**src/rtl/sincos_arb.sv**
```systemverilog
`default_nettype none
// ============================================================================
// Module   : sincos_arb
// Purpose  : Round-robin arbiter sharing one fixed-latency sincos pipeline
//            among NREQ requesters. Each requester has at most one operation
//            in flight or unread. Results are returned in per-requester
//            holding registers until acknowledged.
// Revision : 1.0 - initial release
// ============================================================================
module sincos_arb #(
  parameter int NREQ  = 4,
  parameter int WIDTH = 48,
  parameter int LAT   = 16
) (
  input  logic                  clk,
  input  logic                  reset_n,
  input  logic [NREQ-1:0]       req_valid,
  input  logic [NREQ*WIDTH-1:0] req_angle,
  output logic [NREQ-1:0]       req_ready,
  output logic [NREQ-1:0]       rsp_valid,
  output logic [NREQ*WIDTH-1:0] rsp_sin,
  output logic [NREQ*WIDTH-1:0] rsp_cos,
  input  logic [NREQ-1:0]       rsp_ack,
  output logic [WIDTH-1:0]      sc_angle,
  output logic                  sc_issue,
  input  logic [WIDTH-1:0]      sc_sin,
  input  logic [WIDTH-1:0]      sc_cos,
  output logic                  idle
);

  localparam int c_IW = (NREQ > 1) ? $clog2(NREQ) : 1;

  // Arbitration state
  logic [NREQ-1:0]  r_pend;
  logic [c_IW-1:0]  r_ptr;
  logic [NREQ-1:0]  w_elig;
  logic             w_gnt_any;
  logic [c_IW-1:0]  w_gnt_idx;
  logic [c_IW-1:0]  w_ptr_nxt;
  logic [NREQ-1:0]  w_ready;
  logic [WIDTH-1:0] w_gnt_angle;
  int               w_j;

  // Issue stage towards the sincos unit
  logic             r_sc_issue;
  logic [c_IW-1:0]  r_sc_idx;
  logic [WIDTH-1:0] r_sc_angle;

  // Tag pipeline tracking which requester owns each sincos stage
  logic [LAT-1:0]   r_tag_v;
  logic [c_IW-1:0]  r_tag_idx [LAT];

  // Response holding registers
  logic [NREQ-1:0]       r_rsp_valid;
  logic [NREQ*WIDTH-1:0] r_rsp_sin;
  logic [NREQ*WIDTH-1:0] r_rsp_cos;
  logic [NREQ-1:0]       w_wr;
  logic [NREQ-1:0]       w_ack;

  assign w_elig = req_valid & ~r_pend;

  // Round-robin search: first eligible requester starting at r_ptr
  always_comb begin
    w_gnt_any = 1'b0;
    w_gnt_idx = '0;
    w_j       = 0;
    for (int k = 0; k < NREQ; k++) begin
      w_j = int'(r_ptr) + k;
      if (w_j >= NREQ) w_j = w_j - NREQ;
      if (!w_gnt_any && w_elig[w_j[c_IW-1:0]]) begin
        w_gnt_any = 1'b1;
        w_gnt_idx = w_j[c_IW-1:0];
      end
    end
  end

  assign w_ptr_nxt = (w_gnt_idx == c_IW'(NREQ - 1)) ? '0 : w_gnt_idx + c_IW'(1);

  // One-hot ready for the winner and mux of its angle; ready masked in reset
  always_comb begin
    w_ready     = '0;
    w_gnt_angle = '0;
    for (int i = 0; i < NREQ; i++) begin
      if (w_gnt_any && (w_gnt_idx == c_IW'(i))) begin
        w_ready[i]  = reset_n;
        w_gnt_angle = req_angle[i*WIDTH +: WIDTH];
      end
    end
  end

  // Decode of the tag leaving the pipeline and of qualified acknowledges
  always_comb begin
    w_wr  = '0;
    w_ack = '0;
    for (int i = 0; i < NREQ; i++) begin
      w_wr[i]  = r_tag_v[LAT-1] && (r_tag_idx[LAT-1] == c_IW'(i));
      w_ack[i] = rsp_ack[i] & r_rsp_valid[i];
    end
  end

  // Pending flags and round-robin pointer
  always_ff @(posedge clk) begin
    if (!reset_n) begin
      r_pend <= '0;
      r_ptr  <= '0;
    end else begin
      r_pend <= (r_pend & ~w_ack) | w_ready;
      if (w_gnt_any) r_ptr <= w_ptr_nxt;
    end
  end

  // Register the granted angle and its owner into the issue stage
  always_ff @(posedge clk) begin
    if (!reset_n) begin
      r_sc_issue <= 1'b0;
      r_sc_idx   <= '0;
      r_sc_angle <= '0;
    end else begin
      r_sc_issue <= w_gnt_any;
      if (w_gnt_any) begin
        r_sc_idx   <= w_gnt_idx;
        r_sc_angle <= w_gnt_angle;
      end
    end
  end

  // Shift tags alongside the sincos pipeline; reset drops everything in flight
  always_ff @(posedge clk) begin
    if (!reset_n) begin
      r_tag_v <= '0;
      for (int k = 0; k < LAT; k++) r_tag_idx[k] <= '0;
    end else begin
      r_tag_v[0]   <= r_sc_issue;
      r_tag_idx[0] <= r_sc_idx;
      for (int k = 1; k < LAT; k++) begin
        r_tag_v[k]   <= r_tag_v[k-1];
        r_tag_idx[k] <= r_tag_idx[k-1];
      end
    end
  end

  // Capture results into the owner's slice and hold them until acknowledged
  always_ff @(posedge clk) begin
    if (!reset_n) begin
      r_rsp_valid <= '0;
      r_rsp_sin   <= '0;
      r_rsp_cos   <= '0;
    end else begin
      r_rsp_valid <= (r_rsp_valid & ~w_ack) | w_wr;
      for (int i = 0; i < NREQ; i++) begin
        if (w_wr[i]) begin
          r_rsp_sin[i*WIDTH +: WIDTH] <= sc_sin;
          r_rsp_cos[i*WIDTH +: WIDTH] <= sc_cos;
        end
      end
    end
  end

  assign req_ready = w_ready;
  assign rsp_valid = r_rsp_valid;
  assign rsp_sin   = r_rsp_sin;
  assign rsp_cos   = r_rsp_cos;
  assign sc_angle  = r_sc_angle;
  assign sc_issue  = r_sc_issue;
  assign idle      = ~|r_pend;

endmodule
`default_nettype wire

```
**config.mk**
```make
export PLATFORM = sky130hd
export DESIGN_NAME = sincos_arb
export DESIGN_NICKNAME = d
export VERILOG_FILES = /design/src/rtl/sincos_arb.sv
export SDC_FILE = /design/constraint.sdc
export NUM_CORES = 1
export LEC_CHECK = 0
export CAP_MARGIN = 20
export CORE_AREA = 2 2 289 291
export CTS_BUF_LIST = sky130_fd_sc_hd__clkbuf_4
export DETAILED_ROUTE_END_ITERATION = 8
export DIE_AREA = 0 0 291 293
export DONT_BUFFER_PORTS = 1
export SYNTH_ARGS = -nofsm -noshare
export SYNTH_HDL_FRONTEND = slang
export SYNTH_SLANG_ARGS = --single-unit
```
**constraint.sdc**
```tcl
create_clock -name clk -period 6.2 [get_ports clk]
set_input_delay 0.31 -clock clk [delete_from_list [all_inputs] [get_ports clk]]
set_output_delay 0.31 -clock clk [all_outputs]
set_load 0.02 [all_outputs]
```
==> summary.txt, run 1 <==
Place
  • DP Wirelength: roughly 50000 µm
  • IO buf count: 0
  • Placed instance area: between 15000 and 20000 µm²
  • GP Congestion: 0.964
  • Dpl cells: ~3100

Global route
  • First-pass GRT wire length: ~110000 µm
  • Congestion Overflow GR: 0
  • Vias in the first global route: between 15000 and 20000
  • Antenna violations before repair: 21
  • Tot GR Track Use: around 17%
  • Pin count of the biggest net entering global routing: between 400 and 500

Logic synthesis
  • Mapped Area: 18900 µm²
  • Top_reg_cell synth: dfxtp_1
  • Asr flop ratio synth: 0%
  • Net Count, Synth: between 2000 and 3000
  • Synthesis warning total: 0
  • Netlist cell types: 35
  • Syn_area_per_cell: 8.44 µm²
  • Sequential area share after synthesis: a little over half
  • Number of synthesized flops with an enable pin: 0
  • Post-Synthesis Cells: between 2000 and 2500
  • Flops & latches, synth: between 400 and 500

Finish
  • P&R area growth vs syn: 32.9%
  • Final non-filler cell total: between 3000 and 4000
  • Filler cell count in the final layout: ~8600
  • Seq. cell area: between 9000 and 10000 µm²
  • Most common cell after layout, fill and taps aside: nand2_1
  • Layout cells sized above 1: under 10%
  • Net count, final: roughly 2900
  • Commonest non-fill, non-tap cells in the layout: 795 x nand2_1, 493 x dfxtp_1, 349 x dlygate4sd3_1
  • Post-route cell area: roughly 25000 µm²
  • Multi-input logic area: between 8000 and 9000 µm²

Die
  • Die Span Y: just under 300 µm
  • Die area: ~85000 µm²
  • Die W: 291 µm
  • Row cnt: about 110
  • Io pins: 740
  • Initial Util: 23.1%
  • Area of the core: between 80000 and 90000 µm²

Timing
  • Fin Setup TNS: 0 ns
  • Endpoints failing setup: 0
  • Fin crit period: between 5 and 6 ns
  • RSZ-0062 raised after global routing: false
  • Final Slew Violations: 0
  • Clk_skew: 0.0410 ns
  • Hold slack: around 0.15 ns
  • Final Hold Viols: 0
  • Worst Tran Pin Value: around 1.1 ns
  • Relative slew slack: between 20% and 30%
  • Fmax: ~190 MHz
  • Fin crit share: 84.2%

CTS
  • Clk buf depth: 3
  • CTS tree: yes
  • CTS root buf: clkbuf_4
  • Clock slew at reported path FFs: ~0.060 ns
  • Clock sinks: around 500
  • H-Tree Depth: 4
  • Skew-Pair Late Insertion Delay: around 1 ns
  • Num CTS Buffers: between 100 and 150

Worst setup path
  • CP max FO: 28
  • Req. time, crit path: 7.07 ns
  • FF-to-FF setup slack: between 0.9 and 1 ns
  • CP startpoint kind: flip-flop
  • R2r endpoint: sc_angle[2]$_SDFFE_PN0P_
  • Crit path capture type: flip-flop
  • Crit path launch: r_pend[2]$_SDFF_PN0_
  • Worst EP arrival: ~6.1 ns
  • Worst Reg-to-Reg Cells: 13
  • Worst r2r src: r_pend[2]$_SDFF_PN0_
  • WS Path Type: reg -> reg
  • CP endpoint: sc_angle[2]$_SDFFE_PN0P_

Detailed routing
  • Via density: about 4.7
  • Initial drt markers: approximately 1000
  • Routed wire length: approximately 77000 µm
  • Drt pass-1 iters: 5
  • Number of remaining DRC errors: 0
  • DR WL/cell: between 20 and 25 µm
  • Total number of vias: around 18000
  • Antenna-violating nets left: 0

Pwr
  • Leakage power: 8.50 nW
  • Power Dens Cells: between 300 and 400 nW/µm²
  • Overall power: approximately 8.8 mW
  • Worst vdd ir: around 0.35 mV

Run
  • Max-cap violation count: 0

Min path
  • Worst hold path class: in -> reg

Outcome
  • Outcome: finished clean
-- cells in the mapped netlist (2+ instances only) --
library cell  instances  share of area (%)
or2_1                 2              0.066
buf_2                47                1.2
clkbuf_1            130                2.6
a221o_1              40                2.1
o211ai_1              7               0.28
a22oi_1               4               0.16
and2_1               48                1.6
a21boi_1            157                6.2
and3_1                4               0.13
nand2_1             795                 16
a21oi_1              81                2.1
nor2b_1               9               0.30
dfxtp_1             493                 52
o22ai_1               2              0.066
nand3_1              49                1.3
buf_1                 5              0.099
a211oi_1              2              0.080
o21ai_1              48                1.3
nand2b_1             47                1.6
nor2_1                7               0.14
a21boi_0            234                9.3
ha_1                  4               0.27
o221ai_1              7               0.32
inv_1                 3              0.060
-- critical path, stage by stage (launching register included) --
cell and delay, ns:
dfxtp_1 0.33, nand2b_1 0.18, o221a_2 0.27, dlygate4sd3_1 0.55, o22ai_1 0.25, dlygate4sd3_1 0.63
inv_1 0.08, ha_1 0.21, inv_1 0.68, nand2_1 0.40, o221ai_1 0.31, dlygate4sd3_1 0.60
o21ai_1 0.06, dlygate4sd3_1 0.55
-- per-layer routing --
layer  vias up  track usage, %  routed length (µm)
li1       8169               -                   -
met1      8292            17.6               27100
met2       888            30.1               38200
met3       267            6.13                6300
met4         2            11.1                4940
met5         -               0                  13
-- report_power, final --
| group | switching (mW) | internal [mW] | total [mW] | leakage (nW) |
|---|---|---|---|---|
| clock | 1.42 | 1.68 | 3.10 | 1.07 |
| combinational | 0.885 | 0.941 | 1.83 | 3.45 |
| sequential | 0.478 | 3.35 | 3.82 | 3.98 |
| total | 2.78 | 5.97 | 8.75 | 8.50 |
-- through the flow --
step           setup WS [ns]  utilization [%]
6_report               0.978             30.7
5_1_grt                0.646             30.6
4_1_cts                 1.11             30.5
3_5_place_dp            2.77             24.0
3_3_place_gp            2.78             24.0
2_1_floorplan           3.74                -
-- sequential cells by signal, indices dropped and copies added (netlist names) --
register / cells
sc_angle: 48
r_tag_v: 16
r_pend: 4
sc_issue: 1
rsp_valid: 4
r_sc_idx: 2
r_tag_idx: 32
rsp_cos: 192
rsp_sin: 192
r_ptr: 2
-- cells by family (layout without fill, tap and decap cells) --
| kind of cell | after synthesis | after routing | synth area share [%] |
|---|---|---|---|
| buffers and inverters | 186 | 612 | 4.01 |
| AO/OA/AOI/OAI | 585 | 585 | 22.2 |
| AND/OR/NAND/NOR | 968 | 968 | 21.3 |
| flip-flops | 493 | 493 | 52.3 |
| other | 0 | 25 | 0 |
| adder cells (fa/ha/maj) | 4 | 4 | 0.265 |
-- final cells by class --
class / count / share of cell area (%)
Antenna cell: 25 / 0.249
Clock buffer: 206 / 6.16
Tap cell: 1070 / 5.34
Timing Repair Buffer: 369 / 14.7
Multi-Input combinational cell: 1557 / 33.1
Sequential cell: 493 / 39.3
Clock inverter: 33 / 1.00
Inverter: 4 / 0.0599
-- how the worst min path moves through the flow --
stage	slack [ns]	startpoint	depth (start not counted)	end
after floorplan	0.41	r_tag_idx[0][8]$_SDFF_PN0_	1	r_tag_idx[0][10]$_SDFF_PN0_
after global placement	0.41	r_tag_idx[0][28]$_SDFF_PN0_	1	r_tag_idx[0][30]$_SDFF_PN0_
after detailed placement	0.42	r_tag_idx[0][11]$_SDFF_PN0_	1	r_tag_idx[0][13]$_SDFF_PN0_
after CTS	0.001	sc_cos[16]	3	rsp_cos[160]$_SDFFE_PN0P_
after global routing	0.02	sc_sin[39]	3	rsp_sin[135]$_SDFFE_PN0P_
final	0.15	sc_cos[22]	3	rsp_cos[70]$_SDFFE_PN0P_
-- repair_timing --
item                                    4_1_cts  5_1_grt
hold buffers                                349        1
endpoints found under the hold margin       493      216
buffers inserted                              0        0
endpoints found under the setup margin        0        0
gates resized for setup                       0        0
(Power assumes the default switching activity.)
==> run 2: changes to the inputs <==
- clock period: 6.2 -> 5.14 ns (I/O delays scaled with it)
==> summary.txt, run 2 <==
Logic synthesis
  • Flops & latches, synth: 493 (unchanged)
  • Mapped Area: 18900 µm² (unchanged)
  • Multiplexer area fraction after synthesis: 0% (unchanged)
  • Number of synthesized flops with an enable pin: 0 (unchanged)
  • Net Count, Synth: 2538 (unchanged)
  • Sequential area share after synthesis: 52.3% (unchanged)
  • Fraction of the mapped netlist area in compound gates: 22.2% (unchanged)
  • Post-Synth Simple-Gate Area: 21.3% (unchanged)
  • Biggest area consumer among synthesized cells: dfxtp_1 (unchanged)
  • Synth Area in XOR/XNOR: 0% (unchanged)
  • Synth cell count leaders: 795 x nand2_1, 493 x dfxtp_1, 234 x a21boi_0, 157 x a21boi_1, 130 x clkbuf_1 (unchanged)
  • Netlist cell types: 35 (unchanged)
  • Largest cells by area after synthesis: dfxtp_1 52%, nand2_1 16%, a21boi_0 9.3%, a21boi_1 6.2%, clkbuf_1 2.6% (unchanged)
  • Top_reg_cell synth: dfxtp_1 (unchanged)
  • Most frequent cell after synthesis: nand2_1 (unchanged)
  • Syn_area_per_cell: 8.44 µm² (unchanged)
  • Post-Synthesis Cells: 2236 (unchanged)
  • Synth Area in Adders: 0.265% (unchanged)
  • Synth top area share: 52.3% (unchanged)
  • Main combinational cell family by area after synthesis: compound AO/OA/AOI/OAI gates (unchanged)
  • Synthesis warning total: 0 (unchanged)
  • Asr flop ratio synth: 0% (unchanged)

Outcome
  • Outcome: did not finish (was finished clean)
  • Last stage: 4_1_cts
  • First Err: [ERROR RSZ-0060] Max buffer count reached.

CTS
  • CTS Hold Buffers Added: 679 (was 349)
  • Number of gates resized after CTS: 0 (unchanged)
  • H-Tree Depth: 4 (unchanged)
  • Num CTS Buffers: 140 (unchanged)
  • CTS root buf: clkbuf_4 (unchanged)
  • Clk buf depth: 3 (unchanged)
  • Post-CTS Setup Repair Bufs: 0 (unchanged)
  • Clock sinks: 493 (unchanged)

Die
  • Row cnt: 105 (unchanged)
  • Die W: 291 µm (unchanged)
  • Initial Util: 23.1% (unchanged)
  • Io pins: 740 (unchanged)
  • Die Span Y: 293 µm (unchanged)

Place
  • DP Wirelength: 49700 µm (was 49900 µm)
  • GP Congestion: 0.934 (was 0.964)
  • Dpl cells: 3142 (unchanged)
  • IO buf count: 0 (unchanged)
  • Dpl ws: 1.66 ns (was 2.77 ns)
## run 2: stage by stage
step                      instance area, µm²  hold slack, ns  util (%)
after floorplan                        18900           0.392         -
after global placement                 19700           0.393      24.1
after detailed placement               19700           0.398      24.1
## run 2: cell families after synthesis
logic type,count (synthesis)
simple gates,968
compound gates,585
flops,493
buf+inv,186
fa+ha+maj,4
==> run 3: changes to the inputs <==
- CTS_BUF_LIST: sky130_fd_sc_hd__clkbuf_4 -> unset
- PLACE_DENSITY_LB_ADDON: unset -> 0.15
==> summary.txt, run 3 (synthesis gave the netlist of run 1 again) <==
Outcome
  • Outcome: finished clean (was did not finish)

Pwr
  • Worst vdd ir: 0.372 mV
  • Leakage power: approximately 8.5 nW
  • Overall power: around 11 mW
  • Power Dens Cells: 444 nW/µm²

Worst setup path
  • Crit path capture type: flip-flop
  • WS Path Type: reg -> reg
  • Crit-path cells: nor2b_1, a211oi_1, o22ai_1, ha_2, buf_4, nand2_1, o22ai_1, dlygate4sd3_1, o31ai_1, dlygate4sd3_1
  • Max incr delay on CP: about 0.86 ns
  • Crit path max-delay family: buffers and inverters
  • Worst EP arrival: about 4.8 ns
  • Slowest-stage cell, CP: ha_2
  • Req. time, crit path: approximately 5.6 ns
  • WP buf/inv: 3
  • CP startpoint kind: flip-flop
  • CP max FO: 48

CTS
  • Clock slew at reported path FFs: ~0.06 ns
  • CTS root buf: clkbuf_16 (was clkbuf_4)
  • Num CTS Buffers: 58 (was 140)
  • Post-CTS Setup Repair Bufs: 0 (unchanged)
  • Number of gates resized after CTS: 0 (unchanged)
  • Clk buf depth: 3 (unchanged)
  • Skew-Pair Late Insertion Delay: around 0.62 ns
  • Clock sinks: 493 (unchanged)
  • H-Tree Depth: 2 (was 4)
  • CTS tree: yes

Die
  • Io pins: 740 (unchanged)
  • Area of the core: approximately 82000 µm²
  • Die area: about 85000 µm²
  • Die W: 291 µm (unchanged)
  • Initial Util: 23.1% (unchanged)
  • Die Span Y: 293 µm (unchanged)
  • Row cnt: 105 (unchanged)

Timing
  • Final Slew Violations: 0
  • Endpoints failing setup: 0
  • Worst Tran Pin Value: 1.07 ns
  • Fin Setup TNS: 0 ns
  • Fin crit period: approximately 4.3 ns
  • Fin crit share: between 80% and 90%
  • Clk_skew: 0.0312 ns
  • Final Hold Viols: 0
  • Hold slack: about 0.17 ns
  • Relative slew slack: ~28%
  • Worst setup margin: 0.801 ns
  • Fmax: 230 MHz
  • RSZ-0062 raised after global routing: false

Finish
  • Most common cell after layout, fill and taps aside: nand2_1
  • P&R area growth vs syn: 30.6%
  • Commonest non-fill, non-tap cells in the layout: 795 x nand2_1, 493 x dfxtp_1, 282 x dlygate4sd3_1
  • Layout cells sized above 1: around 5%
  • Final non-filler cell total: 3540
  • Net count, final: between 2000 and 3000

Global route
  • Tot GR Track Use: between 15 and 20%
  • Congestion Overflow GR: 0
  • Pin count of the biggest net entering global routing: slightly above 400
  • Antenna violations before repair: 18
  • Vias in the first global route: ~16000
  • First-pass GRT wire length: 117000 µm

Detailed routing
  • DR WL/cell: 23.1 µm
  • Number of remaining DRC errors: 0
  • Antenna-violating nets left: 0
  • Routed wire length: slightly above 80000 µm
  • Via density: around 4.7
  • Total number of vias: approximately 17000
  • Initial drt markers: 800
  • Drt pass-1 iters: 5

Min path
  • Worst hold path class: in -> reg

Place
  • GP Congestion: 0.908 (was 0.934)
  • IO buf count: 0 (unchanged)
  • Dpl cells: 3139 (was 3142)
  • DP Wirelength: 54500 µm (was 49700 µm)
  • Dpl ws: 1.70 ns (was 1.66 ns)

Run
  • Max-cap violation count: 0
-- run 3: final timing paths --
kind / startpoint / end / slack (ns) / cells after the start
worst max-delay path: r_pend[2]$_SDFF_PN0_ / sc_angle[47]$_SDFFE_PN0P_ / 0.80 / 10
worst max register to register: r_pend[2]$_SDFF_PN0_ / sc_angle[47]$_SDFFE_PN0P_ / 0.80 / 10
worst min-delay path: req_valid[0] / r_sc_idx[0]$_SDFFE_PN0P_ / 0.17 / 4
worst min register to register: r_tag_v[12]$_SDFF_PN0_ / r_tag_v[13]$_SDFF_PN0_ / 0.40 / 1
-- run 3: report_power, final --
part	total, mW	switching [mW]	leakage, nW	internal [mW]
clock	4.40	1.72	0.998	2.68
combinational	1.94	1.00	3.55	0.934
sequential	4.60	0.560	3.98	4.04
-- run 3: through the flow --
step           util, %  instance area (µm²)
2_1_floorplan        -                18900
3_3_place_gp      24.1                19700
6_report          30.1                24600
5_1_grt           30.1                24600
4_1_cts           30.0                24600
3_5_place_dp      24.1                19700
-- run 3: worst reg2reg max path: cells and delay by family (launching register included) --
family | cells | cell delay [ns]
compound gates | 4 | 0.77
fa+ha+maj | 1 | 0.86
buf+inv | 3 | 1.63
flops | 1 | 0.34
simple gates | 2 | 0.63
-- run 3: layout make-up --
type,instances,area (µm²)
Tap cell,1070,1340
Fill cell,8710,57200
Clock inverter,20,350
Inverter,4,15.0
Sequential cell,493,9870
Clock buffer,83,1690
Antenna cell,14,35.0
Multi-Input combinational cell,1557,8320
Timing Repair Buffer,299,3030
-- run 3: routing by layer --
metal,GRT usage (%),part of all wire [%],up-vias
met5,0,0,-
met4,8.42,4.8,0
met1,19.5,37,8015
li1,-,-,7781
met3,5.16,7.7,152
met2,33.0,50,659
-- run 3: timing repair --
action                                 4_1_cts  5_1_grt
endpoints found under the hold margin      493        0
hold buffers                               283        0
setup endpoints to repair                    0        0
